### config.mk
export PLATFORM = sky130hd
export DESIGN_NAME = meas_ctrl
export DESIGN_NICKNAME = d
export VERILOG_FILES = /design/src/rtl/meas_pkg.sv /design/src/rtl/meas_accum.sv /design/src/rtl/meas_ctrl.sv
export SDC_FILE = /design/constraint.sdc
export NUM_CORES = 1
export LEC_CHECK = 0
export CAP_MARGIN = 20
export CELL_PAD_IN_SITES_DETAIL_PLACEMENT = 0
export CELL_PAD_IN_SITES_GLOBAL_PLACEMENT = 1
export CORE_ASPECT_RATIO = 0.5
export CORE_UTILIZATION = 42
export DETAILED_ROUTE_END_ITERATION = 10
export HOLD_SLACK_MARGIN = 0.06
export PLACE_DENSITY = 0.85
export SYNTH_ARGS = -nofsm -noshare
export SYNTH_HDL_FRONTEND = slang
export SYNTH_SLANG_ARGS = --single-unit
### constraint.sdc
create_clock -name clk -period 3.3 [get_ports clk]
set_input_delay 0.825 -clock clk [delete_from_list [all_inputs] [get_ports clk]]
set_output_delay 0.825 -clock clk [all_outputs]
set_load 0.01 [all_outputs]
### src/rtl/meas_pkg.sv
// ============================================================================
// Module : meas_pkg
// Brief  : Shared types and constants for the meas_ctrl measurement block.
// Rev    : 1.0  initial release
// ============================================================================
`default_nettype none

package meas_pkg;

  localparam int CNT_W              = 32;
  localparam int TIMEOUT_CYCLES_DEF = 50_000_000;

  typedef enum logic [2:0] {
    ST_IDLE      = 3'd0,
    ST_ISSUE     = 3'd1,
    ST_WAIT_BUSY = 3'd2,
    ST_WAIT_DONE = 3'd3,
    ST_ACCUM     = 3'd4,
    ST_DONE      = 3'd5
  } state_t;

endpackage : meas_pkg

`default_nettype wire

### src/rtl/meas_accum.sv
// ============================================================================
// Module : meas_accum
// Brief  : Sample accumulator for meas_ctrl; tracks min/max when
//          MEAS_CTRL_MINMAX_EN is defined.
// Rev    : 1.0  initial release
// ============================================================================
`default_nettype none

module meas_accum
  import meas_pkg::*;
#(
  parameter int N_LOG2 = 3
) (
  input  logic             clk,
  input  logic             rst,
  input  logic             i_clear,
  input  logic             i_add,
  input  logic [CNT_W-1:0] i_sample,
`ifdef MEAS_CTRL_MINMAX_EN
  output logic [CNT_W-1:0] o_min_next,
  output logic [CNT_W-1:0] o_max_next,
`endif
  output logic [CNT_W-1:0] o_avg_next
);

  localparam int SUM_W = CNT_W + N_LOG2;

  logic [SUM_W-1:0] r_sum;
  logic [SUM_W-1:0] w_sum_next;

  // Average of the sum including the sample being added this cycle, so the
  // caller can register the final result on the same edge as the last add.
  always_comb begin
    w_sum_next = r_sum;
    if (i_add) begin
      w_sum_next = r_sum + {{N_LOG2{1'b0}}, i_sample};
    end
  end

  assign o_avg_next = w_sum_next[SUM_W-1:N_LOG2];

  always_ff @(posedge clk) begin
    if (rst || i_clear) begin
      r_sum <= '0;
    end else begin
      r_sum <= w_sum_next;
    end
  end

`ifdef MEAS_CTRL_MINMAX_EN
  logic [CNT_W-1:0] r_min;
  logic [CNT_W-1:0] r_max;

  assign o_min_next = (i_add && (i_sample < r_min)) ? i_sample : r_min;
  assign o_max_next = (i_add && (i_sample > r_max)) ? i_sample : r_max;

  always_ff @(posedge clk) begin
    if (rst || i_clear) begin
      r_min <= '1;
      r_max <= '0;
    end else begin
      r_min <= o_min_next;
      r_max <= o_max_next;
    end
  end
`endif

endmodule : meas_accum

`default_nettype wire

### src/rtl/meas_ctrl.sv
// ============================================================================
// Module : meas_ctrl
// Brief  : Averages 2**N_LOG2 pulse-counter samples per triggered run with a
//          per-sample watchdog. Define MEAS_CTRL_MINMAX_EN for min/max outputs.
// Rev    : 1.0  initial release
// ============================================================================
`default_nettype none

module meas_ctrl
  import meas_pkg::*;
#(
  parameter int N_LOG2         = 3,
  parameter int TIMEOUT_CYCLES = TIMEOUT_CYCLES_DEF
) (
  input  logic             clk,
  input  logic             rst,
  input  logic             trigger,
  output logic             cnt_start,
  input  logic             cnt_busy,
  input  logic [CNT_W-1:0] cnt_val,
  output logic             busy,
  output logic [CNT_W-1:0] result,
  output logic             result_valid,
`ifdef MEAS_CTRL_MINMAX_EN
  output logic [CNT_W-1:0] result_min,
  output logic [CNT_W-1:0] result_max,
`endif
  output logic             timeout
);

  localparam int              WD_W     = $clog2(TIMEOUT_CYCLES + 1);
  localparam logic [WD_W-1:0] WD_LAST  = WD_W'(TIMEOUT_CYCLES - 1);
  localparam logic [N_LOG2-1:0] IDX_LAST = '1;

  state_t              r_state;
  state_t              w_next;
  logic [N_LOG2-1:0]   r_idx;
  logic [WD_W-1:0]     r_wd;
  logic [CNT_W-1:0]    r_sample;
  logic [CNT_W-1:0]    r_result;
  logic                r_timeout;

  logic                w_start;
  logic                w_clear;
  logic                w_capture;
  logic                w_expire;
  logic                w_add;
  logic                w_load;
  logic                w_wd_hit;
  logic [CNT_W-1:0]    w_avg_next;

  assign w_wd_hit = (r_wd >= WD_LAST);

  always_comb begin
    w_next    = r_state;
    w_start   = 1'b0;
    w_clear   = 1'b0;
    w_capture = 1'b0;
    w_expire  = 1'b0;
    w_add     = 1'b0;
    w_load    = 1'b0;
    case (r_state)
      ST_IDLE: begin
        if (trigger) begin
          w_clear = 1'b1;
          w_next  = ST_ISSUE;
        end
      end
      // A counter still busy from an aborted run must finish before restart.
      ST_ISSUE: begin
        if (!cnt_busy) begin
          w_start = 1'b1;
          w_next  = ST_WAIT_BUSY;
        end
      end
      ST_WAIT_BUSY: begin
        if (w_wd_hit) begin
          w_expire = 1'b1;
          w_next   = ST_IDLE;
        end else if (cnt_busy) begin
          w_next = ST_WAIT_DONE;
        end
      end
      // Capture beats a watchdog expiring in the same cycle.
      ST_WAIT_DONE: begin
        if (!cnt_busy) begin
          w_capture = 1'b1;
          w_next    = ST_ACCUM;
        end else if (w_wd_hit) begin
          w_expire = 1'b1;
          w_next   = ST_IDLE;
        end
      end
      ST_ACCUM: begin
        w_add = 1'b1;
        if (r_idx == IDX_LAST) begin
          w_load = 1'b1;
          w_next = ST_DONE;
        end else begin
          w_next = ST_ISSUE;
        end
      end
      ST_DONE: begin
        w_next = ST_IDLE;
      end
      default: begin
        w_next = ST_IDLE;
      end
    endcase
  end

  always_ff @(posedge clk) begin
    if (rst) begin
      r_state <= ST_IDLE;
    end else begin
      r_state <= w_next;
    end
  end

  // Result registers load on the ACCUM->DONE edge so they are already
  // valid during the DONE cycle that raises result_valid.
  always_ff @(posedge clk) begin
    if (rst) begin
      r_idx     <= '0;
      r_wd      <= '0;
      r_sample  <= '0;
      r_result  <= '0;
      r_timeout <= 1'b0;
    end else begin
      if (w_clear) begin
        r_idx     <= '0;
        r_timeout <= 1'b0;
      end else if (w_add && !w_load) begin
        r_idx <= r_idx + N_LOG2'(1);
      end

      if (w_expire) begin
        r_timeout <= 1'b1;
      end

      if (w_clear || (r_state == ST_ISSUE)) begin
        r_wd <= '0;
      end else if ((r_state == ST_WAIT_BUSY) || (r_state == ST_WAIT_DONE)) begin
        r_wd <= r_wd + WD_W'(1);
      end

      if (w_capture) begin
        r_sample <= cnt_val;
      end

      if (w_load) begin
        r_result <= w_avg_next;
      end
    end
  end

`ifdef MEAS_CTRL_MINMAX_EN
  logic [CNT_W-1:0] w_min_next;
  logic [CNT_W-1:0] w_max_next;
  logic [CNT_W-1:0] r_min;
  logic [CNT_W-1:0] r_max;

  always_ff @(posedge clk) begin
    if (rst) begin
      r_min <= '0;
      r_max <= '0;
    end else if (w_load) begin
      r_min <= w_min_next;
      r_max <= w_max_next;
    end
  end

  assign result_min = r_min;
  assign result_max = r_max;
`endif

  meas_accum #(
    .N_LOG2 (N_LOG2)
  ) u_accum (
    .clk        (clk),
    .rst        (rst),
    .i_clear    (w_clear),
    .i_add      (w_add),
    .i_sample   (r_sample),
`ifdef MEAS_CTRL_MINMAX_EN
    .o_min_next (w_min_next),
    .o_max_next (w_max_next),
`endif
    .o_avg_next (w_avg_next)
  );

  assign cnt_start    = w_start;
  assign busy         = (r_state != ST_IDLE);
  assign result       = r_result;
  assign result_valid = (r_state == ST_DONE);
  assign timeout      = r_timeout;

endmodule : meas_ctrl

`default_nettype wire

==> results.md <==
- PwrDens: 434.4 nW/um^2
- WL final: approximately 17,000 microns
- Terminus of the critical flop-to-flop path: u_accum.r_sum[26]
- Num CTS Buffers: 17
- Maximum VDD drop: 344.8 uV
- Max-cap violations: 0
- Via count: 6,184
- Top cell type's share of synthesized area: between 30 and 40%
- CTS root buf: clkbuf_16
- Max Slew Vio Count: 0
- Sum Neg Setup Slack: 0 ps
- Area contributors post-synth: dfxtp_1 38%, nand2_1 11%, a21oi_1 8.7%, ha_1 6.4%, nor2_1 3.7%
- CTS tree: yes
- Crit Path Class: reg -> out
- Initial antenna violation count: 0
- Ant. Diodes: 0
- Row Count: 32
- Chip width: 183.0 microns
- H-tree depth: 4
- Placeable core area: 15,700 sq um
- Hold depth: 2
- GRT overflow: 0
- First-pass GRT wire length: ~29,000 microns
- Core Util, Final: ~53%
- Post-DP HPWL: roughly 12,000 microns
- # clock sinks: 132
- R2R cell count: 11
- Drt pass-1 iters: 5
- Hold buffers post-CTS: 0
- Top cell type by total area after synthesis: dfxtp_1
- Initial Utilization: 43.84%
- Clk pin slew, worst setup/hold paths: 60 ps
- Clock latency on the worst-skew pair: 420 ps
- Antenna-violating nets left: 0
- Setup crit end kind: output port
- Drt initial violations: 235
- Via density: 5.331
- CP Max Fanout: 11
- Die footprint: between 15,000 and 20,000 sq um
- Syn Nets: 945
- WL/cell: between 10 and 15 microns
- Number of remaining DRC errors: 0
- Unique masters post-synth: 72
- Slew HR: 46.65%
- Crit path launch type: flip-flop
- Gr usage total: 21.05%
- # Post-CTS Setup Buffers: 0
- EDFF count, synth: 0
- Slew @ Worst Pin: approximately 800 ps
- Hold Crit Start: u_accum.r_sum[16]
- Final-report setup violation count: 0
- Longest Clk Path Bufs: 2
- Outcome: completed
- R2r setup slk: 540 ps
- Top-Level Pins: 72
- Syn Std Cell Area: 6880 sq um
- Worst min path class: reg -> reg
- Number of global-route vias before repair: approximately 5.9k
- Routability Congestion: roughly 0.92
- Post-cts sizing count: 0
- FF-to-FF Start: r_sample[0]
- IO buf count: 71
- Area Overhead vs Synth: 21.42%
- Register area share after synthesis: around 38%
- RSZ-0062 raised after global routing: no
- Post-layout min period: about 2900 ps
- Max Freq: 348.4 MHz
- Layout cell share with drive strength beyond 1: 8.200%
- Period utilization: 86.97%
- Final hold violation count: 0
- Async SR Flop Fraction: 0%
- Syn Area/Cell: approximately 8 sq um
- Critical Path AT: 2040 ps
- Fill count: 1,512
- Cells after synthesis: 873
- Hold EP: u_accum.r_sum[16]
- Die height: between 90 and 100 microns
- Largest net degree at the start of global routing: 75
- Top FF cell, synth: dfxtp_1
- Data required time of the worst path: 2470 ps
- Clock skew: 8.650 ps
- Nets: roughly 1,000
- Leak: just over 3 nW
- Register bit count reported by yosys: 132
- YS warnings: 0
-- synth_stat cells, types with 3 or more instances --
library cell and number:
a21o_1 16, xnor2_1 22, nor2b_1 5, a211oi_2 4, or4_1 3, nand2b_1 6
ha_1 35, nor3_1 10, xor2_1 28, dfxtp_1 132, a21oi_2 3, clkbuf_1 41
nand4_1 8, and3_1 6, or3_1 7, nor4b_1 5, nand2_1 203, o21ai_0 27
o21ai_2 5, buf_2 4, nand3_1 24, o31ai_1 3, inv_1 10, a21oi_1 120
a211o_1 5, a211oi_1 6, nor2_1 67, o21a_1 7, a31oi_1 8
-- how the worst max path moves through the flow --
| stage | start | to | cells after the start |
|---|---|---|---|
| finish | r_state[2] | cnt_start | 3 |
| global route | r_state[2] | cnt_start | 3 |
| CTS | r_state[2] | cnt_start | 3 |
| detailed placement | cnt_busy | cnt_start | 3 |
| global placement | cnt_busy | cnt_start | 3 |
| floorplan | r_sample[0] | u_accum.r_sum[26] | 11 |
-- critical path, stage by stage (launching register included) --
cell and delay, ps:
dfxtp_1 400, or3b_2 510, nor2_1 160, clkdlybuf4s50_1 560
-- through the flow --
stage / total power (W) / instances / setup slack, ps / cell area [sq um] / hold slack, ps
floorplan: 0.001706 / 873 / 845.2 / 6880 / 435.6
global placement: 0.001778 / 1127 / 457.4 / 7754 / 441.9
detailed placement: 0.001780 / 1127 / 451.7 / 7754 / 447.6
CTS: 0.003657 / 1159 / 424.4 / 8339 / 456.8
global route: 0.003745 / 1160 / 350.9 / 8354 / 478.6
finish: 0.003629 / 1160 / 430.0 / 8354 / 455.1
-- layout make-up --
| class | count | area, sq um | area share [%] |
|---|---|---|---|
| timing repair buffer | 83 | 803.3 | 9.615 |
| sequential | 132 | 2643 | 31.63 |
| multi-input combinational | 682 | 4009 | 47.99 |
| clock buffer | 18 | 429.2 | 5.137 |
| clock inverter | 14 | 156.4 | 1.872 |
| inverter | 10 | 37.54 | 0.4493 |
| tap | 221 | 276.5 | 3.310 |
-- cells in the final DEF (no fill, tap or decap), types with 8 or more instances in the layout --
cell,count
a21o_1,16
a21oi_1,120
a31oi_1,8
buf_4,11
clkbuf_16,17
clkdlybuf4s50_1,70
dfxtp_1,132
ha_1,35
inv_1,10
nand2_1,203
nand3_1,24
nand4_1,8
nor2_1,66
nor3_1,10
o21ai_0,27
xnor2_1,22
xor2_1,28
-- power breakdown --
group / switching [W] / total, W / internal (W)
registers: 0.00000595 / 0.00161 / 0.00160
clock network: 0.000763 / 0.00188 / 0.00112
logic: 0.0000768 / 0.000140 / 0.0000629
-- registers in the layout, indices dropped and copies added (netlist names) --
| register | cells |
|---|---|
| r_idx | 3 |
| r_sample | 32 |
| r_state | 3 |
| r_wd | 26 |
| result | 32 |
| timeout | 1 |
| u_accum.r_sum | 35 |
-- logic make-up after synthesis --
group / synth area share, %
DFF: 38.41
AOI/OAI and AO/OA: 20.88
xor gates and xnor gates: 6.365
buffers and inverters: 3.364
muxes: 0.1455
adders and majority gates: 6.656
and+or+nand+nor: 24.19
-- per-layer routing --
layer,GRT usage [%],vias up,part of all wire [%]
met5,0,-,0
met4,6.111,0,0.87
met3,3.736,13,3.1
met2,35.61,94,46
met1,27.46,2942,50
li1,-,3135,-
(Power assumes the default switching activity.)
==> RTL edit (config.mk and constraints unchanged) <==
`CNT_W`: 32 -> 48.
--- a/src/rtl/meas_pkg.sv
+++ b/src/rtl/meas_pkg.sv
@@ -7,7 +7,7 @@
 
 package meas_pkg;
 
-  localparam int CNT_W              = 32;
+  localparam int CNT_W              = 48;
   localparam int TIMEOUT_CYCLES_DEF = 50_000_000;
 
   typedef enum logic [2:0] {
Ports: changed (resized cnt_val and result); port bits go from 72 to 104. No check against the original RTL was run, so the function may have changed too.
==> RTL edit against the unedited design <==
Sequential cell count rose by 48. Wire length grew 63%. First-iteration DRC count grew to 2.6 times the old value. Global-route usage grew 3.0 points. Area after synthesis up 42%. Critical path type is now register to register. Design area rose by 41%. Power up 22%. Sequential power up 37%. Worst setup slack worse by 0.25 ns.
==> RTL edit: results (changes against the unedited design) <==
.. list-table::
   :header-rows: 1

   * - Metric
     - Value
   * - Remaining max-slew budget at the tightest pin
     - 0.438 (was 0.466)
   * - Pin count of the biggest net entering global routing
     - 50 (was 75)
   * - P_leak
     - 4.40 nW (was 3.12 nW)
   * - Number of sequential cells in the layout
     - 180 (was 132)
   * - Mapped Cells
     - 1274 (was 873)
   * - CLK BUF
     - 24 (was 18)
   * - Clock latency reported for the late side of the worst-skew pair
     - 0.46 ns (was 0.42 ns)
   * - Number of I/O port buffers
     - 103 (was 71)
   * - Met2 GRT Util
     - 0.388 (was 0.356)
   * - Number of multi-input logic gates
     - 1000 (was 682)
   * - Max reg flops
     - 51 (was 35)
   * - Layout inverter count without the clock tree
     - 11 (was 10)
   * - Run status
     - completed (unchanged)
   * - Pwr Density
     - 376 nW/um^2 (was 434 nW/um^2)
   * - Iter 0 DRT Violations
     - 613 (was 235)
   * - Via/cell ratio
     - 5.68 (was 5.33)
   * - Synth top cells by count
     - nand2_1, dfxtp_1, a21oi_1 (unchanged)
   * - Hold slack
     - 0.456 ns (was 0.455 ns)
   * - Wire length on met2
     - 12.5 mm (was 7.88 mm)
   * - Capturing instance or port of the critical path
     - u_accum.r_sum[50] (was cnt_start)
   * - Yosys cell types
     - 63 (was 72)
   * - Net Switching
     - 0.00103 W (was 0.000846 W)
   * - Wire length the detailed router placed on met1
     - 13.7 mm (was 8.52 mm)
   * - Routed wirelength normalized by instance count
     - 16.7 um (was 14.7 um)
   * - Pre-CTS setup slack
     - 0.0642 ns (was 0.452 ns)
   * - Non-clock buffer count
     - 145 (was 83)
   * - Adder-Cell Fraction of Synth Area
     - 0.0676 (was 0.0666)
   * - Arrival time worst endpoint
     - 3.47 ns (was 2.04 ns)
   * - Count of nets after finishing
     - 1459 (was 998)
   * - Overall Global Routing Usage
     - 0.241 (was 0.210)
   * - Post-synthesis mux area share
     - 0.00205 (was 0.00145)
-- RTL edit: cell types whose count changed after synthesis, moves of 18 or more --
cell | unedited run | this run
a21oi_1 | 120 | 176
nor2_1 | 67 | 88
clkbuf_1 | 41 | 72
dfxtp_1 | 132 | 180
o21ai_0 | 27 | 45
nand2_1 | 203 | 273
-- RTL edit: timing repair --
item                       in CTS  in global routing
setup endpoints to repair       0                 23
gates resized for setup         0                  7
setup buffers                   0                  2
-- RTL edit: power groups by stage --
stage	logic [W]	registers (W)	clock network [W]
6_report	0.000218	0.00221	0.00200
5_1_grt	0.000236	0.00221	0.00212
4_1_cts	0.000218	0.00221	0.00204
3_5_place_dp	0.000216	0.00226	0
3_3_place_gp	0.000213	0.00226	0
2_1_floorplan	0.000124	0.00224	0
-- RTL edit: tightest hold or removal path: stages (launching register included) --
cell	delay, ns
dfxtp_1	0.31
nand2_1	0.05
a21oi_1	0.05
